$ cat src/rtl/regfile_sb_pkg.sv
// Shared defaults for the calculator-datapath register file.
// Holds the default geometry and build options that the top and the
// scoreboard take as parameter defaults, so every user agrees on one set.
package regfile_sb_pkg;

  localparam int DEF_WIDTH   = 16;
  localparam int DEF_NREG    = 4;
  localparam int DEF_AW      = 2;
  localparam bit DEF_ZERO_R0 = 1'b0;
  localparam bit DEF_BYPASS  = 1'b1;

endpackage

$ cat src/rtl/regfile_sb_score.sv
// Busy scoreboard for regfile_sb.
// Tracks issued-but-unwritten destinations, keeps a registered popcount of
// them, and raises a combinational stall for RAW (read ports) and WAW
// (issue port) hazards.
// Ports:
//   ck, res          clock (rising) / async active-low reset
//   rsel_a/b, use_a/b read selects and operand-needed qualifiers
//   wsel, we         write select / write enable (active-low)
//   isel, iss        issue destination / issue strobe (active-low)
//   stall            hazard, issue must be held
//   busy, nbusy      registered busy vector and its popcount
module regfile_sb_score
  import regfile_sb_pkg::*;
#(
  parameter int NREG    = DEF_NREG,
  parameter int AW      = DEF_AW,
  parameter bit ZERO_R0 = DEF_ZERO_R0,
  parameter bit BYPASS  = DEF_BYPASS
) (
  input  logic            ck,
  input  logic            res,
  input  logic [AW-1:0]   rsel_a,
  input  logic [AW-1:0]   rsel_b,
  input  logic            use_a,
  input  logic            use_b,
  input  logic [AW-1:0]   wsel,
  input  logic            we,
  input  logic [AW-1:0]   isel,
  input  logic            iss,
  output logic            stall,
  output logic [NREG-1:0] busy,
  output logic [AW:0]     nbusy
);

  logic            wr, eff_a, eff_b, waw, accept;
  logic [NREG-1:0] busy_nxt;
  logic [AW:0]     cnt_nxt;

  assign wr = ~we;

  // A same-cycle write to the selected register satisfies the read only
  // when the value is forwarded; otherwise the read still sees stale data.
  assign eff_a = busy[rsel_a] & ~(BYPASS & wr & (wsel == rsel_a));
  assign eff_b = busy[rsel_b] & ~(BYPASS & wr & (wsel == rsel_b));

  // WAW: the pending result lands this very cycle, so reissuing is safe.
  assign waw    = ~iss & busy[isel] & ~(wr & (wsel == isel));
  assign stall  = (use_a & eff_a) | (use_b & eff_b) | waw;
  assign accept = ~iss & ~stall;

  always_comb begin
    busy_nxt = busy;
    cnt_nxt  = '0;
    for (int i = 0; i < NREG; i++) begin
      if (wr && wsel == AW'(i))     busy_nxt[i] = 1'b0;
      // set after clear: a new issue outranks the completing write
      if (accept && isel == AW'(i)) busy_nxt[i] = 1'b1;
      if (ZERO_R0 && i == 0)        busy_nxt[i] = 1'b0;
      cnt_nxt = cnt_nxt + {{AW{1'b0}}, busy_nxt[i]};
    end
  end

  // count registered alongside busy so it never lags the vector
  always_ff @(posedge ck or negedge res) begin
    if (!res) begin
      busy  <= '0;
      nbusy <= '0;
    end else begin
      busy  <= busy_nxt;
      nbusy <= cnt_nxt;
    end
  end

endmodule

$ cat src/rtl/regfile_sb.sv
// 2-read / 1-write register file with busy scoreboard.
// Storage, write decode, combinational read muxes and write-to-read bypass
// live here; hazard tracking is in regfile_sb_score.
// Ports:
//   ck, res          clock (rising) / async active-low reset
//   rsel_a/b, q_a/b  read selects and data (0-cycle)
//   use_a/b          operand-needed qualifiers for stall
//   wsel, d, we      write select, data, enable (active-low)
//   isel, iss        issue destination / strobe (active-low)
//   stall, busy, nbusy  scoreboard outputs
module regfile_sb
  import regfile_sb_pkg::*;
#(
  parameter int WIDTH   = DEF_WIDTH,
  parameter int NREG    = DEF_NREG,
  parameter int AW      = DEF_AW,
  parameter bit ZERO_R0 = DEF_ZERO_R0,
  parameter bit BYPASS  = DEF_BYPASS
) (
  input  logic             ck,
  input  logic             res,
  input  logic [AW-1:0]    rsel_a,
  input  logic [AW-1:0]    rsel_b,
  input  logic             use_a,
  input  logic             use_b,
  output logic [WIDTH-1:0] q_a,
  output logic [WIDTH-1:0] q_b,
  input  logic [AW-1:0]    wsel,
  input  logic [WIDTH-1:0] d,
  input  logic             we,
  input  logic [AW-1:0]    isel,
  input  logic             iss,
  output logic             stall,
  output logic [NREG-1:0]  busy,
  output logic [AW:0]      nbusy
);

  logic [NREG-1:0][WIDTH-1:0] rf;
  logic [1:0][AW-1:0]         rsel;
  logic [1:0][WIDTH-1:0]      q;

  always_ff @(posedge ck or negedge res) begin
    if (!res)                                   rf <= '0;
    else if (!we && !(ZERO_R0 && wsel == '0))   rf[wsel] <= d;
  end

  assign rsel = {rsel_b, rsel_a};

  // hardwired-zero r0 overrides the bypass path
  for (genvar p = 0; p < 2; p++) begin : g_rd
    always_comb begin
      q[p] = rf[rsel[p]];
      if (BYPASS && !we && wsel == rsel[p]) q[p] = d;
      if (ZERO_R0 && rsel[p] == '0)         q[p] = '0;
    end
  end

  assign q_a = q[0];
  assign q_b = q[1];

  regfile_sb_score #(
    .NREG(NREG), .AW(AW), .ZERO_R0(ZERO_R0), .BYPASS(BYPASS)
  ) u_score (
    .ck(ck), .res(res),
    .rsel_a(rsel_a), .rsel_b(rsel_b), .use_a(use_a), .use_b(use_b),
    .wsel(wsel), .we(we), .isel(isel), .iss(iss),
    .stall(stall), .busy(busy), .nbusy(nbusy)
  );

endmodule

$ cat config.mk
export PLATFORM = sky130hd
export DESIGN_NAME = regfile_sb
export DESIGN_NICKNAME = d
export VERILOG_FILES = /design/src/rtl/regfile_sb_pkg.sv /design/src/rtl/regfile_sb_score.sv /design/src/rtl/regfile_sb.sv
export SDC_FILE = /design/constraint.sdc
export NUM_CORES = 1
export LEC_CHECK = 0
export ABC_CLOCK_PERIOD_IN_PS = 3200
export BUFFER_PORTS_ARGS = -buffer_cell sky130_fd_sc_hd__buf_2
export CELL_PAD_IN_SITES_DETAIL_PLACEMENT = 0
export CELL_PAD_IN_SITES_GLOBAL_PLACEMENT = 2
export CORE_MARGIN = 5
export CORE_UTILIZATION = 41
export CTS_CLUSTER_SIZE = 16
export DETAILED_ROUTE_END_ITERATION = 10
export GPL_TIMING_DRIVEN = 0
export PLACE_DENSITY_LB_ADDON = 0.12
export RECOVER_POWER = 100
export SYNTH_ARGS = -nofsm -noshare
export SYNTH_HDL_FRONTEND = slang
export SYNTH_SLANG_ARGS = --single-unit
$ cat constraint.sdc
create_clock -name ck -period 3.2 [get_ports ck]
set_input_delay 0.64 -clock ck [delete_from_list [all_inputs] [get_ports ck]]
set_output_delay 0.64 -clock ck [all_outputs]
set_load 0.02 [all_outputs]
Word-level counts from Yosys, hierarchy flattened --
Index checks and enable logic that the tools add are counted.
Cells by class: equal/unequal tests 9, reductions and logical operators 14, muxes and demuxes 23, order comparisons 5, add/sub/neg operators 3, bitwise logic cells 18
Operators with widths (count):
- 16-bit two-way mux | 5
- 16-bit binary-select mux with 2-bit select | 2
- 64-bit bitwise mux | 1
- 16-bit demux with 2-bit select | 1
- 2-bit by 3-bit less-than comparator with 1-bit output (second input constant) | 4
- 1-bit logical AND | 11
- 1-bit two-way mux | 11
- 1-bit AND | 10
- 2-bit equality test (second input constant) | 4
- 3-bit by 1-bit adder with 3-bit output | 2
- 1-bit binary-select mux with 2-bit select | 3
- 2-bit equality test | 3
- 1-bit inverter | 6
- 2-bit by 1-bit equality test with 1-bit output (second input constant) | 2
- 2-bit logical NOT | 2
- 1-bit by 1-bit adder with 2-bit output | 1
- 2-bit by 1-bit greater-or-equal comparator with 1-bit output (second input constant) | 1
- 1-bit OR | 2
- 1-bit logical NOT | 1
Storage, ports and cells: logic and storage cells 78, output and inout bits 40, bits in registers 71, input port bits 30

Depth between registers and ports, before layout --
Gate-level depths: netlist of run 1.
depth after elaboration 14, mapped depth 10, gate-level depth less buffers 9

Hierarchy --
Synthesis of run 1 repeated with hierarchy kept, for this count alone.
Unflattened totals: cells, all modules 269, area, all modules 4215.3 um^2
By module, submodules not included:
- regfile_sb | cells an instance 219, seq. area each 1601.5 um^2, area an instance 3682.3 um^2, times used 1
- regfile_sb_score | cells an instance 50, seq. area each 175.2 um^2, area an instance 533.0 um^2, times used 1

Least setup slack after synthesis of run 1 --
OpenSTA, ideal clock, no wires.
kind input -> register, from input port rsel_a[0], to register u_score.nbusy[1], setup slack 197 ps, arrival time 2878 ps, buffers on the path 1, library setup time 126 ps, required time 3074 ps, stages on the path 10, cell sequence buf_6 -> mux4_2 -> o311ai_2 -> o221ai_1 -> o41ai_2 -> ha_1 -> inv_1 -> fa_1 -> inv_1 -> ha_1
On the way: word-level cells in the longest chain between the ends 14, elaborated cells between the ends (all ways) 22, classes of those cells 3 x add/sub; 1 x eq/ne; 6 x mux; 8 x bitwise; 4 x reduce/logical
Ends and longest elaborated chain:
- start: declaration | RTL line regfile_sb.sv:22 | input logic [AW-1:0] rsel_a,
- 2-bit equality test | RTL line regfile_sb_score.sv:43 | assign eff_a = busy[rsel_a] & ~(BYPASS & wr & (wsel == rsel_a));
- 1-bit AND | RTL line regfile_sb_score.sv:43
- 1-bit inverter | RTL line regfile_sb_score.sv:43
- 1-bit AND (*) | RTL line regfile_sb_score.sv:43
- 1-bit AND (*) | RTL line regfile_sb_score.sv:48 | assign stall = (use_a & eff_a) | (use_b & eff_b) | waw;
- 1-bit OR (*) (2 in a row) | RTL line regfile_sb_score.sv:48
- net stall | RTL line regfile_sb.sv:33 | output logic stall,
- 1-bit inverter (*) | RTL line regfile_sb_score.sv:49 | assign accept = ~iss & ~stall;
- 1-bit AND (*) | RTL line regfile_sb_score.sv:49
- 1-bit logical AND (*) | RTL line regfile_sb_score.sv:57 | if (accept && isel == AW'(i)) busy_nxt[i] = 1'b1;
- 1-bit two-way mux (*) | RTL line regfile_sb_score.sv:57
- net u_score.busy_nxt[0] | RTL line regfile_sb_score.sv:36 | logic [NREG-1:0] busy_nxt;
- 1-bit by 1-bit adder with 2-bit output (*) | RTL line regfile_sb_score.sv:59 | cnt_nxt = cnt_nxt + {{AW{1'b0}}, busy_nxt[i]};
- 3-bit by 1-bit adder with 3-bit output (*) (2 in a row) | RTL line regfile_sb_score.sv:59
- net u_score.cnt_nxt[1] | RTL line regfile_sb_score.sv:37 | logic [AW:0] cnt_nxt;
- end signal: assignment | RTL line regfile_sb_score.sv:70 | nbusy <= cnt_nxt;
- end: declaration | RTL line regfile_sb_score.sv:32 | output logic [AW:0] nbusy
Mark *: on every way through the listed nets, which the timed path passes. The rest lies on a longest branch. The select of a mux whose other input is x is not followed. A chain may end at the register's enable or synchronous reset.

Final worst setup path of run 1 --
from input port rsel_b[1], to output port q_b[6]
On the way: word-level cells in the longest chain between the ends 3, elaborated cells between the ends (all ways) 5, classes of those cells 1 x eq/ne; 3 x mux; 1 x reduce/logical
Ends and longest elaborated chain:
- start: declaration | RTL line regfile_sb.sv:23 | input logic [AW-1:0] rsel_b,
- 16-bit binary-select mux with 2-bit select or 2-bit equality test (tied branches) | RTL line regfile_sb.sv:52, regfile_sb.sv:53
- 16-bit two-way mux (not written as such) or 1-bit logical AND (tied branches) | RTL line regfile_sb.sv:52, regfile_sb.sv:53
- 16-bit two-way mux (*) | RTL line regfile_sb.sv:53 | if (BYPASS && !we && wsel == rsel[p]) q[p] = d;
- end: declaration | RTL line regfile_sb.sv:27 | output logic [WIDTH-1:0] q_b,
Every way passes the cells marked *; elsewhere a longest branch is shown, timed or not. The select of a mux whose other input is x is not followed.

==> results of run 1 <==
synthesized netlist by cell type (2+ instances only):
| library cell | instances |
|---|---|
| xor2_2 | 2 |
| ha_1 | 2 |
| buf_2 | 6 |
| mux2_1 | 5 |
| mux4_1 | 6 |
| xor2_1 | 4 |
| clkbuf_8 | 3 |
| mux2_2 | 91 |
| nor3_4 | 3 |
| mux4_2 | 29 |
| clkbuf_1 | 2 |
| buf_6 | 4 |
| buf_4 | 3 |
| nor3b_2 | 2 |
| inv_1 | 6 |
| dfrtp_1 | 71 |
per-stage QoR:
step	cell area [µm²]	hold slack (ns)	setup WS, ns	power [mW]
after floorplan	4170	0.344	0.197	1.96
after global placement	4640	0.485	0.0181	2.25
after detailed placement	4670	0.496	0.0289	2.27
after CTS	4900	0.192	0.146	3.11
after global routing	4820	0.527	0.0427	3.21
final	4820	0.510	0.187	3.04
cell families (layout without fill, tap and decap cells):
kind of cell	count (synthesis)	after routing
xor gates and xnor gates	6	6
DFF	71	71
and+or+nand+nor	10	10
AOI/OAI and AO/OA	10	10
adders and majority gates	3	3
muxes	131	131
buffers and inverters	24	102
routing by layer:
layer  track usage  vias up
met5             0        -
li1              -     1145
met4        0.0493        0
met1         0.225     1367
met3        0.0344       11
met2         0.263       56
worst paths after layout:
check,cells after the start,endpoint
worst max-delay path,5,q_b[6]
worst min-delay path,1,rf[31]
worst max register to register,9,u_score.nbusy[1]
worst min register to register,1,rf[31]
max in group asynchronous,2,rf[54]
min in group asynchronous,1,rf[34]
registers in the layout, indices dropped and copies added (netlist names):
register	cells
rf	64
u_score.busy	4
u_score.nbusy	3
power breakdown:
group          switching [mW]  total (mW)  internal (mW)
combinational           0.487       0.991          0.505
sequential              0.131        1.22           1.09
clock                   0.354       0.835          0.480
total                   0.972        3.04           2.07
area by class of cell:
| cell class | instances | area, µm² |
|---|---|---|
| Multi-Input combinational cell | 160 | 2210 |
| Inverter | 6 | 22.5 |
| Fill cell | 891 | 5040 |
| Tap cell | 133 | 166 |
| Buffer | 18 | 134 |
| Clock inverter | 5 | 80.1 |
| Timing Repair Buffer | 62 | 280 |
| Sequential cell | 71 | 1780 |
| Clock buffer | 11 | 151 |
==> run_results.csv, run 1 <==
group,metric,value,unit
logic_synthesis,ys.warnings.count,0,
drt,wl_met3,405,µm
grt,grt_max_degree,50,
grt,antenna_found_initial,0,
cts,clockBufferDepth,2,
logic_synthesis,synth_cells,255,
placed_design,place_congestion,0.742,
cts,clkLatencyLatePin,0.34,ns
drt,drc,0,
die,die_x,111,µm
drt,ant_nets,0,
run,cap_viol_max_count,0,
critical_path,path_cells,"buf_2 -> clkbuf_1 -> mux4_2 -> mux2_2 -> clkbuf_2",
cts,cts_resized,0,
logic_synthesis,synthXorXnorAreaFrac,0.0162,
final_layout,fin_cells,466,
cts,clock-sinks,71,
sta,worst-slew-pin-transition,1.25,ns
drt,wl,9.62,mm
drt,drt-met1-wl,4.49,mm
worst_hold_path,hp-class,"flop to flop",
drt,first_pass_iters,7,
final_layout,nets,361,
critical_path,critical_path.max_fanout,10,
grt,globalRouteTotalUtil,0.164,
critical_path,r2r_slack,0.64,ns
drt,wl_met2,4.60,mm
sta,maxSlewViolCount,0,
logic_synthesis,synth_compound_area_frac,0.0270,
grt,grt_pass1_vias,2829,
critical_path,crit_type,"input port to primary output",
die,ios,70,
die,die-area,0.0123,mm²
logic_synthesis,async_reset_ff_frac,1.00,
final_layout,final_cell_mix,"mux2_2, dfrtp_1, buf_2",
cts,cts_buffers,9,
drt,dr.first_iter.drc_count,89,
power_and_ir_drop,leakage,1.98,nW
drt,routed.top_layer,"met4",
critical_path,max_stage_delay,0.61,ns
critical_path,path_buf_inv,3,
die,coreArea,0.00986,mm²
sta,hold_violations,0,
cts,post_cts_buffers,0,
critical_path,worstPathArrival,2.37,ns
run_status,outcome,"complete, no violations",
cts,cts_hold_buf,0,
grt,grt_pass1_wl,15.7,mm
drt,vias,2579,
logic_synthesis,synth_flop_cell,"dfrtp_1",
placed_design,io_buffers,61,
cts,cts-root-buf,"clkbuf_8",
placed_design,hpwl,6.49,mm
sta,setup_viol,0,
drt,wire_per_inst,20.7,µm
logic_synthesis,synth_area,0.00417,mm²
logic_synthesis,synth_top_area_frac,0.426,
die,start_util,0.423,
final_layout,fin_util,0.489,
cts,tritoncts,"yes",
logic_synthesis,synth-seq-cells,71,
final_layout,antenna_cells,0,
grt,overflow,0,
sta,timing.slew.headroom,0.167,
final_layout,layout-drive-gt1-share,0.595,
worst_hold_path,hp-start,"rf[31]",
cts,cts_htree_levels,3,
final_layout,final_common_cell,"mux2_2",
critical_path,required,2.56,ns
sta,skew,0.00332,ns
logic_synthesis,synth_nets,288,
critical_path,cp_top_family,"buffers and inverters",
logic_synthesis,synthAdderAreaFrac,0.0108,
sta,setup_tns,0,ns
sta,period_needed,3.01,ns
die,dieHeight,111,µm
logic_synthesis,ys_seq_area_frac,0.426,
power_and_ir_drop,powerDensity,631,mW/mm²
critical_path,crit_path_end_kind,"primary output",
logic_synthesis,synth-simple-area-share,0.0255,
power_and_ir_drop,vdd_drop_max,0.273,mV
drt,via_per_inst,5.53,
die,core.rowCount,36,
logic_synthesis,synth.area.top_cells,"dfrtp_1, mux2_2, mux4_2",
logic_synthesis,synth_edf_count,0,
sta,rsz0062_at_grt,"false",
logic_synthesis,avgSynthCellArea,16.3,µm²
cts,path_clk_slew,0.07,ns
final_layout,area_growth_syn_to_layout,15.7,%
critical_path,timing.rr.start,"u_score.busy[3]",
sta,min_period_over_period,0.941,
critical_path,startpoint_type,"input port",
critical_path,crit_start,"rsel_b[1]",
logic_synthesis,synth_top_family_by_area,"multiplexers",
critical_path,crit_slowest_cell,"clkbuf_1",
sta,fmaxAchievable,332,MHz
logic_synthesis,synthDistinctLibCells,32,
placed_design,dp.cells,450,
logic_synthesis,synth_top_area_cell,"dfrtp_1",
logic_synthesis,muxShareOfSynthArea,0.454,
No activity file was read; power rests on OpenSTA's default activity.
==> run 2: changes to the inputs <==
--- a/config.mk
+++ b/config.mk
@@ -6,7 +6,7 @@
 export NUM_CORES = 1
 export LEC_CHECK = 0
 export ABC_CLOCK_PERIOD_IN_PS = 3200
-export BUFFER_PORTS_ARGS = -buffer_cell sky130_fd_sc_hd__buf_2
+export BUFFER_PORTS_ARGS = -buffer_cell sky130_fd_sc_hd__buf_4
 export CELL_PAD_IN_SITES_DETAIL_PLACEMENT = 0
 export CELL_PAD_IN_SITES_GLOBAL_PLACEMENT = 2
 export CORE_MARGIN = 5
==> run 2 against run 1 <==
The flow now finishes with violations (capacitance limit, slew limit). Clock-buffer cell count grew 1. Worst setup slack lost 0.037 ns. Fmax shrank 1.2%. Total power shrank 3.3%. Highest routed layer unchanged.
==> run_results.csv, run 2 (synthesis results as in run 1) <==
group,metric,value,unit
power_and_ir_drop,leakage,2.00,nW
critical_path,critical_path.max_fanout,10,
cts,cts_hold_buf,0,
final_layout,largestRegisters,"rf x64, u_score.busy x4, u_score.nbusy x3",
run_status,violations,"capacitance limit, slew limit",
power_and_ir_drop,vdd_drop_max,0.200,mV
power_and_ir_drop,power,2.94,mW
cts,clkLatencyLatePin,0.34,ns
drt,wl,9.69,mm
final_layout,multiInputGateArea,0.00220,mm²
die,start_util,0.423,
critical_path,path_buf_inv,3,
sta,fin_hold_ws,0.510,ns
drt,wire_per_inst,20.8,µm
critical_path,crit_path_end_kind,"primary output",
die,die_x,111,µm
final_layout,area_growth_syn_to_layout,16.2,%
drt,routed.top_layer,"met4",
worst_hold_path,hp-class,"flop to flop",
sta,fmaxAchievable,328,MHz
critical_path,crit_type,"input port to primary output",
cts,cts_buffers,9,
drt,wl_met2,4.50,mm
final_layout,top_register,"rf",
critical_path,required,2.56,ns
final_layout,layout-drive-gt1-share,0.590,
die,die-area,0.0123,mm²
die,dieHeight,111,µm
grt,globalRouteTotalUtil,0.162,
final_layout,fillers,903,
cts,path_clk_slew,0.07,ns
grt,grt_pass1_vias,2732,
placed_design,io_buffers,61,
sta,setup_tns,0,ns
final_layout,nets,360,
final_layout,final_common_cell,"mux2_2",
grt,antenna_found_initial,0,
placed_design,place_congestion,0.735,
drt,drc,0,
cts,post_cts_buffers,0,
sta,worst-slew-pin-transition,1.83,ns
cts,clock-sinks,71,
sta,skew,0.00597,ns
drt,wl_met3,432,µm
grt,overflow,0,
drt,ant_nets,0,
sta,timing.slew.headroom,-0.221,
die,coreArea,0.00986,mm²
critical_path,worstPathArrival,2.41,ns
critical_path,path_cells,"buf_2 -> clkbuf_1 -> mux4_2 -> mux2_1 -> buf_4",
final_layout,antenna_cells,0,
final_layout,final_cell_mix,"mux2_2, dfrtp_1, buf_4",
critical_path,max_stage_delay,0.64,ns
drt,via_per_inst,5.53,
drt,drt-met1-wl,4.67,mm
sta,rsz0062_at_grt,"false",
critical_path,cp_top_family,"buffers and inverters",
sta,min_period_over_period,0.953,
drt,dr.first_iter.drc_count,124,
cts,cts_htree_levels,3,
die,ios,70,
final_layout,final_cell_area,0.00484,mm²
grt,grt_pass1_wl,15.6,mm
sta,hold_violations,0,
run,cap_viol_max_count,1,
critical_path,crit_slowest_cell,"clkbuf_1",
drt,first_pass_iters,4,
grt,grt_max_degree,72,
power_and_ir_drop,powerDensity,608,mW/mm²
die,core.rowCount,36,
cts,clockBufferDepth,2,
cts,cts_resized,0,
run_status,outcome,"complete, but fails checks",
placed_design,hpwl,6.38,mm
critical_path,startpoint_type,"input port",
placed_design,placed_cell_area,0.00479,mm²
final_layout,seq_area,0.00178,mm²
cts,cts-root-buf,"clkbuf_8",
final_layout,largest_register_ffs,64,
sta,setup_viol,0,
sta,period_needed,3.05,ns
sta,maxSlewViolCount,72,
drt,vias,2573,
cts,tritoncts,"yes",
run 2: changes by cell type in the layout (fill, tap and decap cells not counted), sizes merged:
| cell | previous run | this run |
|---|---|---|
| clkbuf | 54 | 51 |
| clkinvlp | 2 | 0 |
| buf | 37 | 40 |
| clkinv | 1 | 3 |
| bufinv | 2 | 1 |
run 2: final timing paths:
check / start / end / slack (ns) / cells past startpoint
max in group asynchronous: res / rf[43] / 1.33 / 1
worst min register to register: rf[31] / rf[31] / 0.51 / 1
worst min-delay path: rf[31] / rf[31] / 0.51 / 1
worst max register to register: u_score.busy[1] / u_score.nbusy[1] / 0.54 / 9
min in group asynchronous: res / rf[46] / 0.79 / 1
worst max-delay path: rsel_a[1] / q_a[7] / 0.15 / 5
run 2: metal layers:
| layer | up-vias | GRT usage |
|---|---|---|
| met2 | 65 | 0.254 |
| li1 | 1142 | - |
| met3 | 8 | 0.0366 |
| met1 | 1358 | 0.229 |
| met5 | - | 0 |
| met4 | 0 | 0.0443 |
run 2: where the power goes:
group	internal (mW)	total (mW)	switching [mW]
Combinational	0.527	1.02	0.489
Clock	0.378	0.711	0.333
Sequential	1.09	1.22	0.131
Total	1.99	2.94	0.952
run 2: layout make-up:
class,instances,share of cell area
buffer,18,0.0279
multi-input combinational,160,0.455
inverter,6,0.00465
sequential,71,0.367
clock buffer,12,0.0300
timing repair buffer,61,0.0723
tap,133,0.0343
clock inverter,4,0.00930
run 2: metrics by stage:
| stage | std cells | utilization | setup slack (ns) |
|---|---|---|---|
| 6_report | 465 | 0.491 | 0.150 |
| 5_1_grt | 465 | 0.491 | 0.0759 |
| 4_1_cts | 465 | 0.505 | 0.139 |
| 3_5_place_dp | 449 | 0.486 | -0.00559 |
| 3_3_place_gp | 449 | 0.486 | 0.0285 |
| 2_1_floorplan | 255 | - | 0.197 |
run 2: worst reg2reg max path, delay by kind of cell (launching register included):
kind / cells / cell delay (ns)
multiplexers: 1 / 0.54
buffers and inverters: 2 / 0.12
adder cells (fa/ha/maj): 3 / 0.79
AO/OA/AOI/OAI: 3 / 0.67
flip-flops: 1 / 0.43
==> run 3: changes to the inputs <==
--- a/config.mk
+++ b/config.mk
@@ -10,7 +10,8 @@
 export CELL_PAD_IN_SITES_DETAIL_PLACEMENT = 0
 export CELL_PAD_IN_SITES_GLOBAL_PLACEMENT = 2
 export CORE_MARGIN = 5
-export CORE_UTILIZATION = 41
+export CORE_UTILIZATION = 42
+export CTS_BUF_LIST = sky130_fd_sc_hd__clkbuf_4 sky130_fd_sc_hd__clkbuf_8
 export CTS_CLUSTER_SIZE = 16
 export DETAILED_ROUTE_END_ITERATION = 10
 export GPL_TIMING_DRIVEN = 0
==> run 3 against run 2 <==
The run still ends with capacitance limit, slew limit left. Worst setup slack worse by 0.0055 ns. Fmax down 0.18%. Global-route usage rose by 0.75 points. First-iteration DRC count is 10% lower. Sequential power hardly changed. Design area is 1.3% higher. Utilization grew 1.4 points. Flip-flop and latch count stayed put. Routed wire length shrank 1.4%. Largest power group unchanged. Highest routed layer unchanged.
==> run_results.csv, run 3 (synthesis results as in run 1) <==
group,metric,value,unit
cts,clkLatencyLatePin,0.34,ns
die,core.rowCount,36,
die,die-area,0.0120,mm²
sta,fin_hold_ws,0.515,ns
sta,setup_viol,0,
run_status,violations,"capacitance limit, slew limit",
sta,fmaxAchievable,327,MHz
power_and_ir_drop,vdd_drop_max,0.325,mV
final_layout,largest_register_ffs,64,
run,cap_viol_max_count,1,
cts,post_cts_buffers,0,
sta,period_needed,3.06,ns
power_and_ir_drop,switching_share,0.312,
final_layout,largestRegisters,"rf x64, u_score.busy x4, u_score.nbusy x3",
grt,overflow,0,
sta,setup_tns,0,ns
drt,via_per_inst,5.48,
drt,dr.first_iter.drc_count,111,
cts,cts_htree_levels,3,
sta,rsz0062_at_grt,"false",
drt,first_pass_iters,4,
critical_path,worst_path_most_repeated_cell,"buf_4",
critical_path,path_buf_inv,3,
critical_path,crit_slowest_cell,"nor3_4",
die,start_util,0.428,
sta,maxSlewViolCount,72,
sta,skew,0.00432,ns
drt,ant_nets,0,
placed_design,io_buffers,61,
power_and_ir_drop,p_comb_frac,0.323,
worst_hold_path,hp-class,"flop to flop",
cts,cts_hold_buf,0,
power_and_ir_drop,power_frac_clock,0.288,
power_and_ir_drop,powerDensity,638,mW/mm²
power_and_ir_drop,p_int,2.16,mW
die,ios,70,
sta,timing.slew.headroom,-0.206,
cts,cts-root-buf,"clkbuf_8",
critical_path,crit_path_end_kind,"primary output",
placed_design,place_congestion,0.707,
critical_path,critical_path.max_fanout,10,
final_layout,antenna_cells,0,
cts,cts_buffers,9,
critical_path,startpoint_type,"input port",
grt,grt_pass1_vias,2735,
final_layout,layout-drive-gt1-share,0.614,
power_and_ir_drop,p_switching,0.977,mW
cts,tritoncts,"yes",
sta,worst-slew-pin-transition,1.81,ns
final_layout,fillers,909,
critical_path,required,2.56,ns
final_layout,area_growth_syn_to_layout,17.8,%
run_status,outcome,"complete, but fails checks",
grt,antenna_found_initial,0,
critical_path,crit_type,"input port to primary output",
critical_path,max_stage_delay,0.46,ns
drt,drc,0,
die,die_x,110,µm
grt,globalRouteTotalUtil,0.170,
final_layout,nets,360,
grt,grt_pass1_wl,15.1,mm
sta,hold_violations,0,
die,dieHeight,110,µm
cts,path_clk_slew,0.08,ns
cts,clock-sinks,71,
critical_path,worstPathArrival,2.42,ns
drt,wl,9.55,mm
critical_path,path_cells,"buf_2 -> xor2_1 -> nor3_4 -> buf_4 -> mux2_1 -> buf_4",
placed_design,hpwl,6.36,mm
cts,clockBufferDepth,2,
final_layout,final_common_cell,"mux2_2",
final_layout,top_register,"rf",
cts,cts_resized,0,
critical_path,cp_top_family,"buffers and inverters",
die,coreArea,0.00973,mm²
drt,vias,2550,
power_and_ir_drop,p_seq_frac,0.389,
critical_path,r2r_slack,0.55,ns
critical_path,timing.rr.start,"u_score.busy[3]",
grt,grt_max_degree,72,
final_layout,final_cell_mix,"mux2_2, dfrtp_1, buf_4",
critical_path,crit_start,"rsel_a[1]",
worst_hold_path,hp-start,"rf[47]",
sta,min_period_over_period,0.955,
drt,wire_per_inst,20.5,µm
power_and_ir_drop,leakage,2.03,nW
## run 3: power by group through the flow
stage / Sequential (mW) / Combinational [mW] / Clock, mW
after floorplan: 1.23 / 0.729 / 0
after global placement: 1.23 / 1.12 / 0
after detailed placement: 1.24 / 1.13 / 0
after CTS: 1.22 / 1.13 / 0.924
after global routing: 1.25 / 1.11 / 0.958
final: 1.22 / 1.01 / 0.904
## run 3: per-stage QoR
| step | area (µm²) | utilization | setup WS, ns | std cells | power, mW |
|---|---|---|---|---|---|
| floorplan | 4170 | - | 0.197 | 255 | 1.96 |
| global placement | 4790 | 0.493 | 0.0239 | 449 | 2.34 |
| detailed placement | 4790 | 0.493 | 0.0195 | 449 | 2.36 |
| CTS | 5050 | 0.519 | 0.137 | 465 | 3.27 |
| global route | 4910 | 0.505 | 0.0589 | 465 | 3.31 |
| finish | 4910 | 0.505 | 0.144 | 465 | 3.13 |
## run 3: area by class of cell
class | instances | area (µm²) | share of cell area
Timing Repair Buffer | 61 | 353 | 0.0719
Sequential cell | 71 | 1780 | 0.362
Multi-Input combinational cell | 160 | 2200 | 0.449
Tap cell | 133 | 166 | 0.0339
Clock inverter | 6 | 115 | 0.0234
Buffer | 18 | 135 | 0.0275
Inverter | 6 | 22.5 | 0.00459
Clock buffer | 10 | 138 | 0.0280
## run 3: final timing paths
| kind | end | cells past startpoint |
|---|---|---|
| worst max-delay path | q_a[7] | 6 |
| min in group asynchronous | rf[34] | 1 |
| worst max register to register | u_score.nbusy[1] | 9 |
| max in group asynchronous | rf[20] | 1 |
| worst min-delay path | rf[47] | 1 |
| worst min register to register | rf[47] | 1 |
## run 3: routing by layer
metal,GRT usage,part of all wire,up-vias
met5,0,0,-
met4,0.0534,0.011,0
met3,0.0282,0.042,10
met1,0.233,0.44,1345
met2,0.278,0.50,51
li1,-,-,1144
